==> config.mk <==
export PLATFORM = sky130hd
export DESIGN_NAME = instr_fetch_unit
export DESIGN_NICKNAME = d
export VERILOG_FILES = /design/src/rtl/instr_fetch_unit.sv
export SDC_FILE = /design/constraint.sdc
export NUM_CORES = 1
export LEC_CHECK = 0
export ABC_AREA = 1
export CAP_MARGIN = 25
export CORE_MARGIN = 1
export CORE_UTILIZATION = 40
export CTS_CLUSTER_SIZE = 8
export DETAILED_ROUTE_END_ITERATION = 8
export DONT_BUFFER_PORTS = 1
export PLACE_DENSITY = 0.59
export SLEW_MARGIN = 40
export SYNTH_ARGS = -nofsm -noshare
export SYNTH_HDL_FRONTEND = slang
export SYNTH_SLANG_ARGS = --single-unit
==> constraint.sdc <==
create_clock -name clk -period 5.6 [get_ports clk]
set_input_delay 1.12 -clock clk [delete_from_list [all_inputs] [get_ports clk]]
set_output_delay 1.12 -clock clk [all_outputs]
set_load 0.1 [all_outputs]
==> src/rtl/instr_fetch_unit.sv <==
// instr_fetch_unit -- instruction fetch stage feeding decode.
//
// Holds the fetch PC and issues in-order word reads over a valid/ready
// request port. Returned words are buffered with their PCs in a small queue.
// The queue head is presented to decode as the full word, its PC and the
// pre-sliced op/funct3/funct7 fields. A redirect flushes the queue and marks
// every in-flight request as stale, so its response is dropped on arrival.
//
// Ports:
//   clk, reset_n                     clock, synchronous active-low reset
//   imem_req_valid/ready/addr        fetch request (word aligned)
//   imem_rsp_valid/data              in-order response, never back-pressured
//   redirect_valid/pc                branch/jump target, one-cycle pulse
//   dec_valid/ready                  queue head handshake to decode
//   dec_instr/pc/op/funct3/funct7    queue head contents (zero when empty)
//
// Optional build macro IFU_PERF_CNT_EN adds perf_stall_cnt (decode ready
// but nothing to give it) and perf_flush_cnt (redirect pulses), both
// saturating 32-bit counters.
module instr_fetch_unit #(
  parameter logic [31:0] RESET_PC    = 32'h0000_0000,
  parameter int          QUEUE_DEPTH = 2
) (
  input  logic        clk,
  input  logic        reset_n,
  output logic        imem_req_valid,
  input  logic        imem_req_ready,
  output logic [31:0] imem_req_addr,
  input  logic        imem_rsp_valid,
  input  logic [31:0] imem_rsp_data,
  input  logic        redirect_valid,
  input  logic [31:0] redirect_pc,
  output logic        dec_valid,
  input  logic        dec_ready,
  output logic [31:0] dec_instr,
  output logic [31:0] dec_pc,
  output logic [6:0]  dec_op,
  output logic [2:0]  dec_funct3,
  output logic [6:0]  dec_funct7
`ifdef IFU_PERF_CNT_EN
  ,
  output logic [31:0] perf_stall_cnt,
  output logic [31:0] perf_flush_cnt
`endif
);

  localparam int PW = (QUEUE_DEPTH > 1) ? $clog2(QUEUE_DEPTH) : 1;
  localparam int CW = $clog2(QUEUE_DEPTH + 1);

  typedef logic [PW-1:0] ptr_t;
  typedef logic [CW-1:0] cnt_t;
  typedef enum logic [1:0] {BOOT, RUN, FLUSH} state_e;

  function automatic ptr_t ptr_inc(input ptr_t p);
    return (p == ptr_t'(QUEUE_DEPTH - 1)) ? '0 : p + ptr_t'(1);
  endfunction

  state_e      state_q, state_d;
  logic [31:0] fetch_pc_q, fetch_pc_d;
  cnt_t        out_q, out_d;     // requests accepted, response not yet seen
  cnt_t        kill_q, kill_d;   // in-flight responses still to be dropped
  cnt_t        cnt_q, cnt_d;     // instruction queue occupancy
  ptr_t        rd_q, rd_d, wr_q, wr_d;
  ptr_t        tag_rd_q, tag_rd_d, tag_wr_q, tag_wr_d;

  logic [QUEUE_DEPTH-1:0][31:0] q_instr_q, q_pc_q;
  logic [QUEUE_DEPTH-1:0][31:0] tag_pc_q;  // PC of each in-flight request

  logic has_room, acc, rsp, drop, enq, deq;

  // Credit check uses registered counts only; a slot freed this cycle is
  // not reusable until next cycle.
  assign has_room = (int'(out_q) + int'(cnt_q)) < QUEUE_DEPTH;
  assign imem_req_valid = (state_q == RUN) && has_room;
  assign imem_req_addr  = imem_req_valid ? fetch_pc_q : '0;

  assign acc  = imem_req_valid & imem_req_ready;
  // Responses with nothing outstanding (e.g. issued before a reset) are ignored.
  assign rsp  = imem_rsp_valid & (out_q != '0);
  assign drop = rsp & (kill_q != '0);
  // A response coinciding with a redirect belongs to the old path.
  assign enq  = rsp & ~drop & ~redirect_valid;
  assign deq  = dec_valid & dec_ready;

  assign dec_valid  = (cnt_q != '0);
  assign dec_instr  = dec_valid ? q_instr_q[rd_q] : '0;
  assign dec_pc     = dec_valid ? q_pc_q[rd_q]    : '0;
  assign dec_op     = dec_instr[6:0];
  assign dec_funct3 = dec_instr[14:12];
  assign dec_funct7 = dec_instr[31:25];

  always_comb begin
    out_d      = out_q + cnt_t'(acc) - cnt_t'(rsp);
    kill_d     = kill_q - cnt_t'(drop);
    cnt_d      = cnt_q + cnt_t'(enq) - cnt_t'(deq);
    rd_d       = deq ? ptr_inc(rd_q) : rd_q;
    wr_d       = enq ? ptr_inc(wr_q) : wr_q;
    // Tags pop on every counted response, dropped or not, so they stay
    // aligned with the response stream across redirects.
    tag_rd_d   = rsp ? ptr_inc(tag_rd_q) : tag_rd_q;
    tag_wr_d   = acc ? ptr_inc(tag_wr_q) : tag_wr_q;
    fetch_pc_d = acc ? fetch_pc_q + 32'd4 : fetch_pc_q;
    state_d    = state_q;

    case (state_q)
      BOOT:    state_d = RUN;
      RUN:     state_d = RUN;
      FLUSH:   if (kill_d == '0) state_d = RUN;
      default: state_d = BOOT;
    endcase

    if (redirect_valid) begin
      // Everything still outstanding after this cycle is stale, including
      // a request accepted in this very cycle.
      kill_d     = out_d;
      cnt_d      = '0;
      rd_d       = '0;
      wr_d       = '0;
      fetch_pc_d = redirect_pc & ~32'h3;
      state_d    = (out_d != '0) ? FLUSH : RUN;
    end
  end

  always_ff @(posedge clk) begin
    if (!reset_n) begin
      state_q    <= BOOT;
      fetch_pc_q <= RESET_PC;
      out_q      <= '0;
      kill_q     <= '0;
      cnt_q      <= '0;
      rd_q       <= '0;
      wr_q       <= '0;
      tag_rd_q   <= '0;
      tag_wr_q   <= '0;
    end else begin
      state_q    <= state_d;
      fetch_pc_q <= fetch_pc_d;
      out_q      <= out_d;
      kill_q     <= kill_d;
      cnt_q      <= cnt_d;
      rd_q       <= rd_d;
      wr_q       <= wr_d;
      tag_rd_q   <= tag_rd_d;
      tag_wr_q   <= tag_wr_d;
    end
  end

  // Payload storage needs no reset: it is only visible behind dec_valid.
  always_ff @(posedge clk) begin
    if (acc) tag_pc_q[tag_wr_q] <= fetch_pc_q;
    if (enq) begin
      q_instr_q[wr_q] <= imem_rsp_data;
      q_pc_q[wr_q]    <= tag_pc_q[tag_rd_q];
    end
  end

`ifdef IFU_PERF_CNT_EN
  logic [31:0] perf_stall_q, perf_flush_q;

  always_ff @(posedge clk) begin
    if (!reset_n) begin
      perf_stall_q <= '0;
      perf_flush_q <= '0;
    end else begin
      if (dec_ready && !dec_valid && (perf_stall_q != 32'hFFFF_FFFF))
        perf_stall_q <= perf_stall_q + 32'd1;
      if (redirect_valid && (perf_flush_q != 32'hFFFF_FFFF))
        perf_flush_q <= perf_flush_q + 32'd1;
    end
  end

  assign perf_stall_cnt = perf_stall_q;
  assign perf_flush_cnt = perf_flush_q;
`endif

endmodule

After elaboration in Yosys (flattened, before gate mapping) --
Index checks and enable logic that the tools add are counted.
Cells by class: add/subtract/negate cells 11, magnitude comparators 7, equal/unequal tests 3, muxes and demuxes 27, bitwise operators 9, reduce and logical (&&, ||, !) cells 12
Operator list (count):
- 32-bit two-way mux | 13
- 64-bit bitwise mux | 3
- 32-bit demux with 1-bit select | 2
- 32-bit by 3-bit adder with 32-bit output, second input constant | 1
- 2-bit nonzero test | 5
- 1-bit by 2-bit < comparator with 1-bit output, second input constant | 4
- 2-bit two-way mux | 4
- 1-bit bitwise AND | 6
- 2-bit by 1-bit subtractor with 2-bit output | 3
- 1-bit adder, second input constant | 4
- 2-bit by 1-bit adder with 2-bit output | 2
- 2-bit zero test | 2
- 1-bit two-way mux | 4
- 2-bit case mux with 2 select lines | 1
- 2-bit OR reduction | 2
- 2-bit by 2-bit adder with 3-bit output | 1
- 1-bit logical AND | 3
- 3-bit by 2-bit < comparator with 1-bit output, second input constant | 1
- 3-bit inequality test, second input constant | 1
- 1-bit NOT | 3
- 2-bit by 1-bit == test with 1-bit output, second input constant | 1
- 2-bit == test, second input constant | 1
- 1-bit >= comparator, second input constant | 2
Word-level totals: flip-flop bits (word level) 236, input port bits 70, output and inout bits 115, word-level logic and storage cells 85

Logic depth before layout (Yosys ltp) --
Gate-level depths: netlist (run 1).
depth after elaboration 9, depth in mapped cells 15, gate-level depth less buffers 15

Worst setup path before layout (run 1) --
Ideal clock, no wire load.
kind in2reg, start point input redirect_valid, end point register q_instr_q[32] (netlist name), enable pin, library setup time 0.484 ns, arrival 4.245 ns, setup slack 0.871 ns, stages on the path 4, path buffers 1, cells stage by stage buf_2 -> inv_2 -> nand3_1 -> nor2_1
Between the ends: cells in the longest elaborated chain, start to end 2
RTL lines:
- from (decl) | RTL line 31 | input logic redirect_valid,
- 1-bit NOT | RTL line 82 | assign enq = rsp & ~drop & ~redirect_valid;
- 1-bit bitwise AND | RTL line 82
- to (signal, indexed assignment) | RTL line 152 | q_instr_q[wr_q] <= imem_rsp_data;
- to (decl) | RTL line 66 | logic [QUEUE_DEPTH-1:0][31:0] q_instr_q, q_pc_q;
No other way between the ends. A chain may end at the register's enable or synchronous reset.

Worst setup path in the final report (run 1) --
start point register cnt_q[0], end point output imem_req_addr[2]
Between the ends: cells in the longest elaborated chain, start to end 4
RTL lines:
- from (decl) | RTL line 62 | cnt_t cnt_q, cnt_d;
- from (signal assigned) | RTL line 140 | cnt_q <= cnt_d;
- 2-bit by 2-bit adder with 3-bit output | RTL line 73 | assign has_room = (int'(out_q) + int'(cnt_q)) < QUEUE_DEPTH;
- 3-bit by 2-bit < comparator with 1-bit output | RTL line 73
- 1-bit logical AND | RTL line 74 | assign imem_req_valid = (state_q == RUN) && has_room;
- 32-bit two-way mux | RTL line 75 | assign imem_req_addr = imem_req_valid ? fetch_pc_q : '0;
- to (decl) | RTL line 28 | output logic [31:0] imem_req_addr,
No other way between the ends.

==> reports/results.txt, run 1 <==
status - complete, no violations
Required @ worst endpoint - 4.48 ns
GRT Total Usage - 17.6%
Hold Vio Cnt, Final - 0
layout cells sized above 1 - 20.5%
TritonCTS clock tree - done
Worst slew margin - 43.7%
area delta synth->final - 24.0%
first-pass GRT wire length - 35100 um
Layout Cells excl Fill - 1380
Row Count - 57
sequential cell area fraction in the yosys report - 64.7%
die footprint - 25200 um2
max cap viols - 0
worst skew pair latency - 0.49 ns
vias per cell - 4.96
Final Skew - 0.00755 ns
Ys Warns - 0
Post-route DRC - 0
RR Startpoint - cnt_q[0]
Fmax achieved - 251 MHz
worst slew pin tran - 0.843 ns
Mean Syn Cell Area - 9.85 um2
CP Data Arrival Time - 2.86 ns
crit path capture type - output pin
grt total ovfl - 0
CORE AREA - 24200 um2
Die X - 159 um
Fin Setup TNS - 0 ns
Startpoint Class - register
Initial Util - 40.6%
Area after DPL - 11200 um2
leak pwr - 4.39 nW
final setup fails - 0
wire per inst - 16.0 um
distinct cell type count after synthesis - 38
Syn Inst Count - 999
mapped cell area - 9840 um2
Detailed Routing Iterations Pass 1 - 6
vias - 6838
Critical Path Source - cnt_q[0]
Post-Route WL - 22000 um
largest net degree at the start of global routing - 64
minimum clock period - 3.98 ns
crit-path max FO - 17
Post-DP HPWL - 14400 um
Slew Viols, Final - 0
vias in the first global route - 6445
CTS root buf - clkbuf_16
worst min-delay path class - register to register
final antenna-violating net count - 0
initial antenna violation count - 0
Setup Buffers After CTS - 0
initial drt markers - 482
clock buffer count from CTS - 34
total power - 5.26 mW
Port Buffers - 0
htree depth - 2
Min Hold Slack - 0.511 ns
Ports - 185
Pwr Density - 431 nW/um2
crit path kind - register to output pin
fin area - 12200 um2
DIE HEIGHT - 159 um
min-delay src - fetch_pc_q[29]
Reg clk slew, reported paths - 0.05 ns
Synth Register Bits - 226
post_cts resized - 0
Max Buffers Root-to-Sink - 3
peak supply drop - 310 uV
Cells after DPL - 1325
RSZ-0062 raised after global routing - no
clk sinks - 226
Period Utilization, post-route - 71.0%
hold_buf cts - 0
RePlAce Congestion - 0.835
Final nets - 1114
ANT cells - 0
==> final timing paths <==
check / endpoint / slack [ns] / cells past startpoint
hold reg to reg: tag_pc_q[61] / 0.51 / 0
hold / removal: tag_pc_q[61] / 0.51 / 0
setup / recovery: imem_req_addr[2] / 1.62 / 7
setup reg to reg: state_q[1] / 2.14 / 15
==> cell families after synthesis <==
group                      count (synthesis)  share of synthesized area [%]
and+or+nand+nor                          487                           20.3
DFF                                      226                           64.7
buffers and inverters                    141                           6.41
AOI/OAI and AO/OA                        124                           6.41
xor gates and xnor gates                  13                           1.16
adders and majority gates                  7                          0.966
other                                      1                         0.0381
==> layout make-up <==
| type | count | area [um2] |
|---|---|---|
| well taps | 324 | 405 |
| inverters | 82 | 310 |
| fillers | 2156 | 12000 |
| clock buffers | 54 | 990 |
| repair buffers | 58 | 517 |
| multi-input cells | 635 | 3580 |
| flip-flops and latches | 226 | 6370 |
| clock inverters | 1 | 30.0 |
==> critical path: stages (launching register included) <==
cell and delay, ns:
dfxtp_1 0.39, nand2_1 0.07, inv_1 0.06, fa_1 0.42, nor2_2 0.17, nand3_4 0.38, buf_12 0.35, nor2_4 0.50
==> flip-flops by register name, summed over array words and instances (netlist names) <==
name / cells
out_q: 2
tag_pc_q: 60
wr_q: 1
q_instr_q: 64
rd_q: 1
state_q: 2
kill_q: 2
q_pc_q: 60
fetch_pc_q: 30
tag_rd_q: 1
tag_wr_q: 1
cnt_q: 2
==> metal layers <==
layer  routed length [um]  share of wire, %  up-vias  GRT usage, %
met1                 9950                45     3146          25.2
met2                 9910                45      293          26.3
met4                  431               2.0        0          6.47
met3                 1740               7.9       36          3.97
met5                    0                 0        -             0
li1                     -                 -     3363             -
==> cell usage in the layout, fill, tap and decap left out, types with 5 or more instances in the layout <==
| cell | count |
|---|---|
| a21oi_1 | 27 |
| a21oi_2 | 31 |
| a21oi_4 | 31 |
| buf_4 | 52 |
| clkbuf_1 | 17 |
| clkbuf_16 | 37 |
| dfxtp_1 | 41 |
| edfxtp_1 | 184 |
| ha_1 | 6 |
| inv_1 | 76 |
| nand2_1 | 333 |
| nand3_1 | 39 |
| nor2_1 | 50 |
| nor2_2 | 7 |
| nor2_4 | 37 |
| nor3_1 | 5 |
| o21ai_0 | 25 |
| xor2_1 | 11 |
==> per-stage QoR <==
| stage | utilization [%] | setup WS (ns) |
|---|---|---|
| detailed placement | 46.1 | 2.09 |
| finish | 50.3 | 1.62 |
| global placement | 44.7 | 1.90 |
| global route | 50.3 | 1.44 |
| CTS | 50.3 | 1.57 |
| floorplan | - | 0.871 |
==> synth_stat cells, drive strengths merged <==
cell,n,share of area [%]
xor2,11,0.98
nand3b,1,0.076
buf,29,2.1
a211oi,1,0.076
a31oi,4,0.25
nand3,40,2.2
inv,82,3.2
nand2,337,13
nor3b,1,0.076
a21oi,89,4.5
edfxtp,184,56
nor3,5,0.25
and2,1,0.064
clkbuf,30,1.1
nand4,3,0.19
xnor2,2,0.18
ha,6,0.76
fa,1,0.20
or2,3,0.19
o211ai,1,0.076
nor2,95,4.1
o21ai,29,1.5
dfxtp,42,8.5
and3,1,0.064
conb,1,0.038
==> power breakdown <==
group          internal, mW  switching [mW]  total, mW
registers              2.03          0.0700       2.10
logic                 0.224            1.03       1.25
clock network          1.24           0.662       1.90
(Power assumes the default switching activity.)
==> run 2, diff against run 1 <==
==> constraint.sdc (replaced) <==
create_clock -name clk -period 4 [get_ports clk]
set_input_delay 0.8 -clock clk [delete_from_list [all_inputs] [get_ports clk]]
set_output_delay 0.8 -clock clk [all_outputs]
set_load 0.1 [all_outputs]
==> run 2 against run 1 <==
Clock-buffer cell count shrank 4. Critical endpoint unchanged. Largest cell class unchanged. Clock power grew 33%. Die area is the same. Core utilization shrank 0.083 points. Via count grew 1.0%. Sequential share of layout area grew 0.086 points. Worst setup slack lost 0.88 ns.
==> reports/results.txt, run 2 (same netlist as run 1, synthesis figures left out) <==
status - complete, no violations (unchanged)
CTS root buf - clkbuf_16 (unchanged)
Initial Util - 40.6% (unchanged)
hold_buf cts - 0 (unchanged)
Post-Route WL - 22100 um (was 22000 um)
RePlAce Congestion - 0.882 (was 0.835)
CORE AREA - 24200 um2 (unchanged)
Port Buffers - 0 (unchanged)
vias in the first global route - 6573 (was 6445)
max reg flops - 64 (unchanged)
Worst slew margin - 50.2% (was 43.7%)
first-pass GRT wire length - 35300 um (was 35100 um)
worst min-delay path class - input port to register (was register to register)
Reg clk slew, reported paths - 0.05 ns (about the same)
worst reg2reg setup slack - 0.94 ns (was 2.14 ns)
Fin Setup TNS - 0 ns (unchanged)
CP Data Arrival Time - 2.45 ns (was 2.86 ns)
commonest non-fill, non-tap cells in the layout - nand2_1 (333), edfxtp_1 (184), buf_4 (103) (was nand2_1 (333), edfxtp_1 (184), inv_1 (76))
Required @ worst endpoint - 3.20 ns (was 4.48 ns)
Final nets - 1162 (was 1114)
clk sinks - 226 (unchanged)
max cap viols - 0 (unchanged)
pre-CTS setup slack - 0.909 ns (was 2.09 ns)
RSZ-0062 raised after global routing - no (unchanged)
crit path capture type - output pin (unchanged)
leak pwr - 4.58 nW (was 4.39 nW)
Slew Viols, Final - 0 (unchanged)
initial drt markers - 589 (was 482)
DIE HEIGHT - 159 um (unchanged)
post_cts resized - 0 (unchanged)
Cells after DPL - 1373 (was 1325)
Period Utilization, post-route - 81.4%
final antenna-violating net count - 0 (unchanged)
Post-DP HPWL - 14200 um (was 14400 um)
grt total ovfl - 0 (unchanged)
vias per cell - 4.85 (was 4.96)
Final Skew - 0.0108 ns (was 0.00755 ns)
Reg with most FFs - q_instr_q (unchanged)
clock buffer count from CTS - 34 (unchanged)
Max Buffers Root-to-Sink - 3 (unchanged)
initial antenna violation count - 0 (unchanged)
Fmax achieved - 307 MHz
crit path kind - register to output pin (unchanged)
Hold Vio Cnt, Final - 0 (unchanged)
Row Count - 57 (unchanged)
Pwr Density - 588 nW/um2 (was 431 nW/um2)
layout cells sized above 1 - 24.0% (was 20.5%)
Detailed Routing Iterations Pass 1 - 5 (was 6)
wire per inst - 15.5 um (was 16.0 um)
Layout fillers - 2143 (was 2156)
final setup fails - 0 (unchanged)
total power - 7.16 mW (was 5.26 mW)
worst slew pin tran - 0.743 ns (was 0.843 ns)
min setup slack post-route - 0.746 ns (was 1.62 ns)
Layout Cells excl Fill - 1425 (was 1380)
area delta synth->final - 23.8% (was 24.0%)
commonest non-fill, non-tap cell in the layout - nand2_1 (unchanged)
peak supply drop - 257 uV (was 310 uV)
TritonCTS clock tree - done (unchanged)
minimum clock period - 3.25 ns
Ports - 185 (unchanged)
die footprint - 25200 um2 (unchanged)
htree depth - 2 (unchanged)
crit-path max FO - 32 (was 17)
GRT Total Usage - 17.7% (was 17.6%)
largest registers - q_instr_q (64), q_pc_q (60), tag_pc_q (60) (unchanged)
Setup Buffers After CTS - 0 (unchanged)
Post-route DRC - 0 (unchanged)
worst skew pair latency - 0.49 ns (about the same)
Die X - 159 um (unchanged)
ANT cells - 0 (unchanged)
largest net degree at the start of global routing - 64 (unchanged)
vias - 6908 (was 6838)
Startpoint Class - register (unchanged)
run 2: cell count changes in the layout (fill, tap and decap cells not counted), moves of 2 or more:
cell,before,now
buf_16,2,0
a21oi_2,31,45
clkbuf_16,37,35
nor2_4,37,5
clkbuf_1,17,15
a21oi_4,31,17
nor2_2,7,39
buf_4,52,103
run 2: worst max-delay path: stages, from the launching register on:
cell and delay, ns:
dfxtp_1 0.39, nand2_1 0.07, inv_1 0.06, fa_1 0.42
nor2_2 0.18, nand3_4 0.07, buf_4 0.29, nor2_2 0.16
buf_4 0.30
run 2: metal layers:
| layer | up-vias | part of all wire, % | track usage, % |
|---|---|---|---|
| li1 | 3451 | - | - |
| met1 | 3158 | 46 | 24.8 |
| met2 | 264 | 43 | 26.1 |
| met3 | 35 | 8.1 | 4.73 |
| met4 | 0 | 2.1 | 6.69 |
| met5 | - | 0 | 0 |
run 2: path summary, 6_finish.rpt:
check              startpoint                to  depth (start not counted)
max                  cnt_q[0]  imem_req_addr[2]                          8
min          imem_rsp_data[4]     q_instr_q[36]                          0
max reg2reg          cnt_q[0]        state_q[0]                         16
min reg2reg    fetch_pc_q[31]      tag_pc_q[63]                          0
run 2: area by class of cell:
cell class / count / area, um2 / share of cell area, %
repair buffers: 106 / 833 / 6.84
clock inverters: 2 / 16.3 / 0.133
well taps: 324 / 405 / 3.33
inverters: 82 / 310 / 2.55
multi-input cells: 635 / 3320 / 27.2
clock buffers: 50 / 932 / 7.65
flip-flops and latches: 226 / 6370 / 52.3
run 2: through the flow:
step / instance area [um2] / util [%] / hold slack, ns
3_3_place_gp: 11200 / 46.3 / 0.496
2_1_floorplan: 9860 / - / 0.447
3_5_place_dp: 11200 / 46.3 / 0.503
6_report: 12200 / 50.2 / 0.403
4_1_cts: 12200 / 50.2 / 0.376
5_1_grt: 12200 / 50.2 / 0.375
run 2: report_power, final:
part           internal [mW]  total [mW]  switching (mW)
registers               2.84        2.94          0.0953
clock network           1.59        2.53           0.944
logic                  0.332        1.69            1.36
==> run 3, diff against run 2 <==
==> constraint.sdc (replaced) <==
create_clock -name clk -period 3.16 [get_ports clk]
set_input_delay 0.632 -clock clk [delete_from_list [all_inputs] [get_ports clk]]
set_output_delay 0.632 -clock clk [all_outputs]
set_load 0.1 [all_outputs]
==> run 3 against run 2 <==
Routed wire length increased by 0.70%. Via count increased by 1.3%. Sequential power increased by 27%. Hold slack got worse by 0.16 ns. Largest cell class unchanged. Combinational power increased by 38%. First-iteration DRC count decreased by 17%. Final cell count increased by 0.28%.
==> reports/results.txt, run 3 (same netlist as run 1, synthesis figures left out) <==
max reg flops - 64 (unchanged)
peak supply drop - 346 uV (was 257 uV)
clock buffer count from CTS - 34 (unchanged)
Post-Route WL - 22200 um (was 22100 um)
final setup fails - 0 (unchanged)
Detailed Routing Iterations Pass 1 - 5 (unchanged)
DIE HEIGHT - 159 um (unchanged)
Fmax achieved - 336 MHz
ANT cells - 0 (unchanged)
grt total ovfl - 0 (unchanged)
Fin Setup TNS - 0 ns (unchanged)
CP Data Arrival Time - 2.34 ns (was 2.45 ns)
CTS root buf - clkbuf_16 (unchanged)
Post-route DRC - 0 (unchanged)
Slew Viols, Final - 0 (unchanged)
hold_buf cts - 0 (unchanged)
minimum clock period - 2.98 ns
die footprint - 25200 um2 (unchanged)
worst skew pair latency - 0.49 ns (about the same)
RePlAce Congestion - 0.861 (was 0.882)
initial antenna violation count - 0 (unchanged)
GRT Total Usage - 17.8% (was 17.7%)
leak pwr - 4.73 nW (was 4.58 nW)
wire per inst - 15.6 um (was 15.5 um)
max cap viols - 0 (unchanged)
crit path capture type - output pin (unchanged)
crit-path max FO - 31 (was 32)
largest net degree at the start of global routing - 63 (was 64)
status - complete, no violations (unchanged)
Hold Vio Cnt, Final - 0 (unchanged)
Period Utilization, post-route - 94.2%
Reg with most FFs - q_instr_q (unchanged)
Layout fillers - 2086 (was 2143)
worst min-delay path class - input port to register (unchanged)
Min Hold Slack - 0.240 ns (was 0.403 ns)
htree depth - 2 (unchanged)
final antenna-violating net count - 0 (unchanged)
vias - 6995 (was 6908)
clk sinks - 226 (unchanged)
Final Skew - 0.0157 ns (was 0.0108 ns)
post_cts resized - 0 (unchanged)
fin area - 12800 um2 (was 12200 um2)
Startpoint Class - register (unchanged)
Max Buffers Root-to-Sink - 3 (unchanged)
Worst slew margin - 47.8% (was 50.2%)
Area after DPL - 11900 um2 (was 11200 um2)
area delta synth->final - 30.2% (was 23.8%)
largest registers - q_instr_q (64), q_pc_q (60), tag_pc_q (60) (unchanged)
first-pass GRT wire length - 35600 um (was 35300 um)
Cells after DPL - 1376 (was 1373)
TritonCTS clock tree - done (unchanged)
Reg area - 6370 um2 (unchanged)
Row Count - 57 (unchanged)
Required @ worst endpoint - 2.53 ns (was 3.20 ns)
Port Buffers - 0 (unchanged)
multi-input logic area - 3320 um2 (unchanged)
commonest non-fill, non-tap cell in the layout - nand2_1 (unchanged)
commonest non-fill, non-tap cells in the layout - nand2_1 (333), edfxtp_1 (184), inv_1 (77) (was nand2_1 (333), edfxtp_1 (184), buf_4 (103))
Post-DP HPWL - 14800 um (was 14200 um)
Die X - 159 um (unchanged)
vias per cell - 4.90 (was 4.85)
Setup Buffers After CTS - 0 (unchanged)
total power - 9.24 mW (was 7.16 mW)
initial drt markers - 486 (was 589)
Layout Cells excl Fill - 1429 (was 1425)
Reg2Reg Depth - 15 (was 16)
min setup slack post-route - 0.184 ns (was 0.746 ns)
crit path kind - register to output pin (unchanged)
vias in the first global route - 6730 (was 6573)
RSZ-0062 raised after global routing - no (unchanged)
Pwr Density - 721 nW/um2 (was 588 nW/um2)
Ports - 185 (unchanged)
pre-CTS setup slack - 0.420 ns (was 0.909 ns)
CORE AREA - 24200 um2 (unchanged)
Reg clk slew, reported paths - 0.05 ns (about the same)
hold depth - 0 (unchanged)
Final nets - 1165 (was 1162)
Initial Util - 40.6% (unchanged)
layout cells sized above 1 - 24.2% (was 24.0%)
Post-Route Utilization - 52.8% (was 50.2%)
worst slew pin tran - 0.783 ns (was 0.743 ns)
[run 3: power breakdown]
group          internal [mW]  switching (mW)
Combinational          0.589            1.75
Clock                   2.02            1.17
Sequential              3.60           0.123
[run 3: per-layer routing]
metal  track usage [%]  vias up  routed length (um)
met5                 0        -                   0
met4              5.51        0                 448
met3              5.30       37                1980
met2              28.2      260               10000
met1              23.4     3253                9770
li1                  -     3445                   -
[run 3: final cells by class]
type	count	area share, %
multi-input combinational	635	25.9
tap	324	3.16
timing repair buffer	109	11.4
clock buffer	51	7.30
sequential	226	49.7
inverter	82	2.42
clock inverter	2	0.127
[run 3: final timing paths]
| check | start | end | slack, ns |
|---|---|---|---|
| setup reg to reg | cnt_q[0] | state_q[1] | 0.43 |
| setup / recovery | cnt_q[0] | imem_req_addr[19] | 0.18 |
| hold / removal | imem_rsp_data[25] | q_instr_q[57] | 0.24 |
| hold reg to reg | fetch_pc_q[31] | tag_pc_q[63] | 0.50 |
[run 3: worst max-delay path: stages, from the launching register on]
cell     delay (ns)
dfxtp_1        0.39
nand2_1        0.07
inv_1          0.06
fa_1           0.42
nor2_2         0.18
nand3_4        0.10
buf_6          0.22
nor2_2         0.19
buf_12         0.20
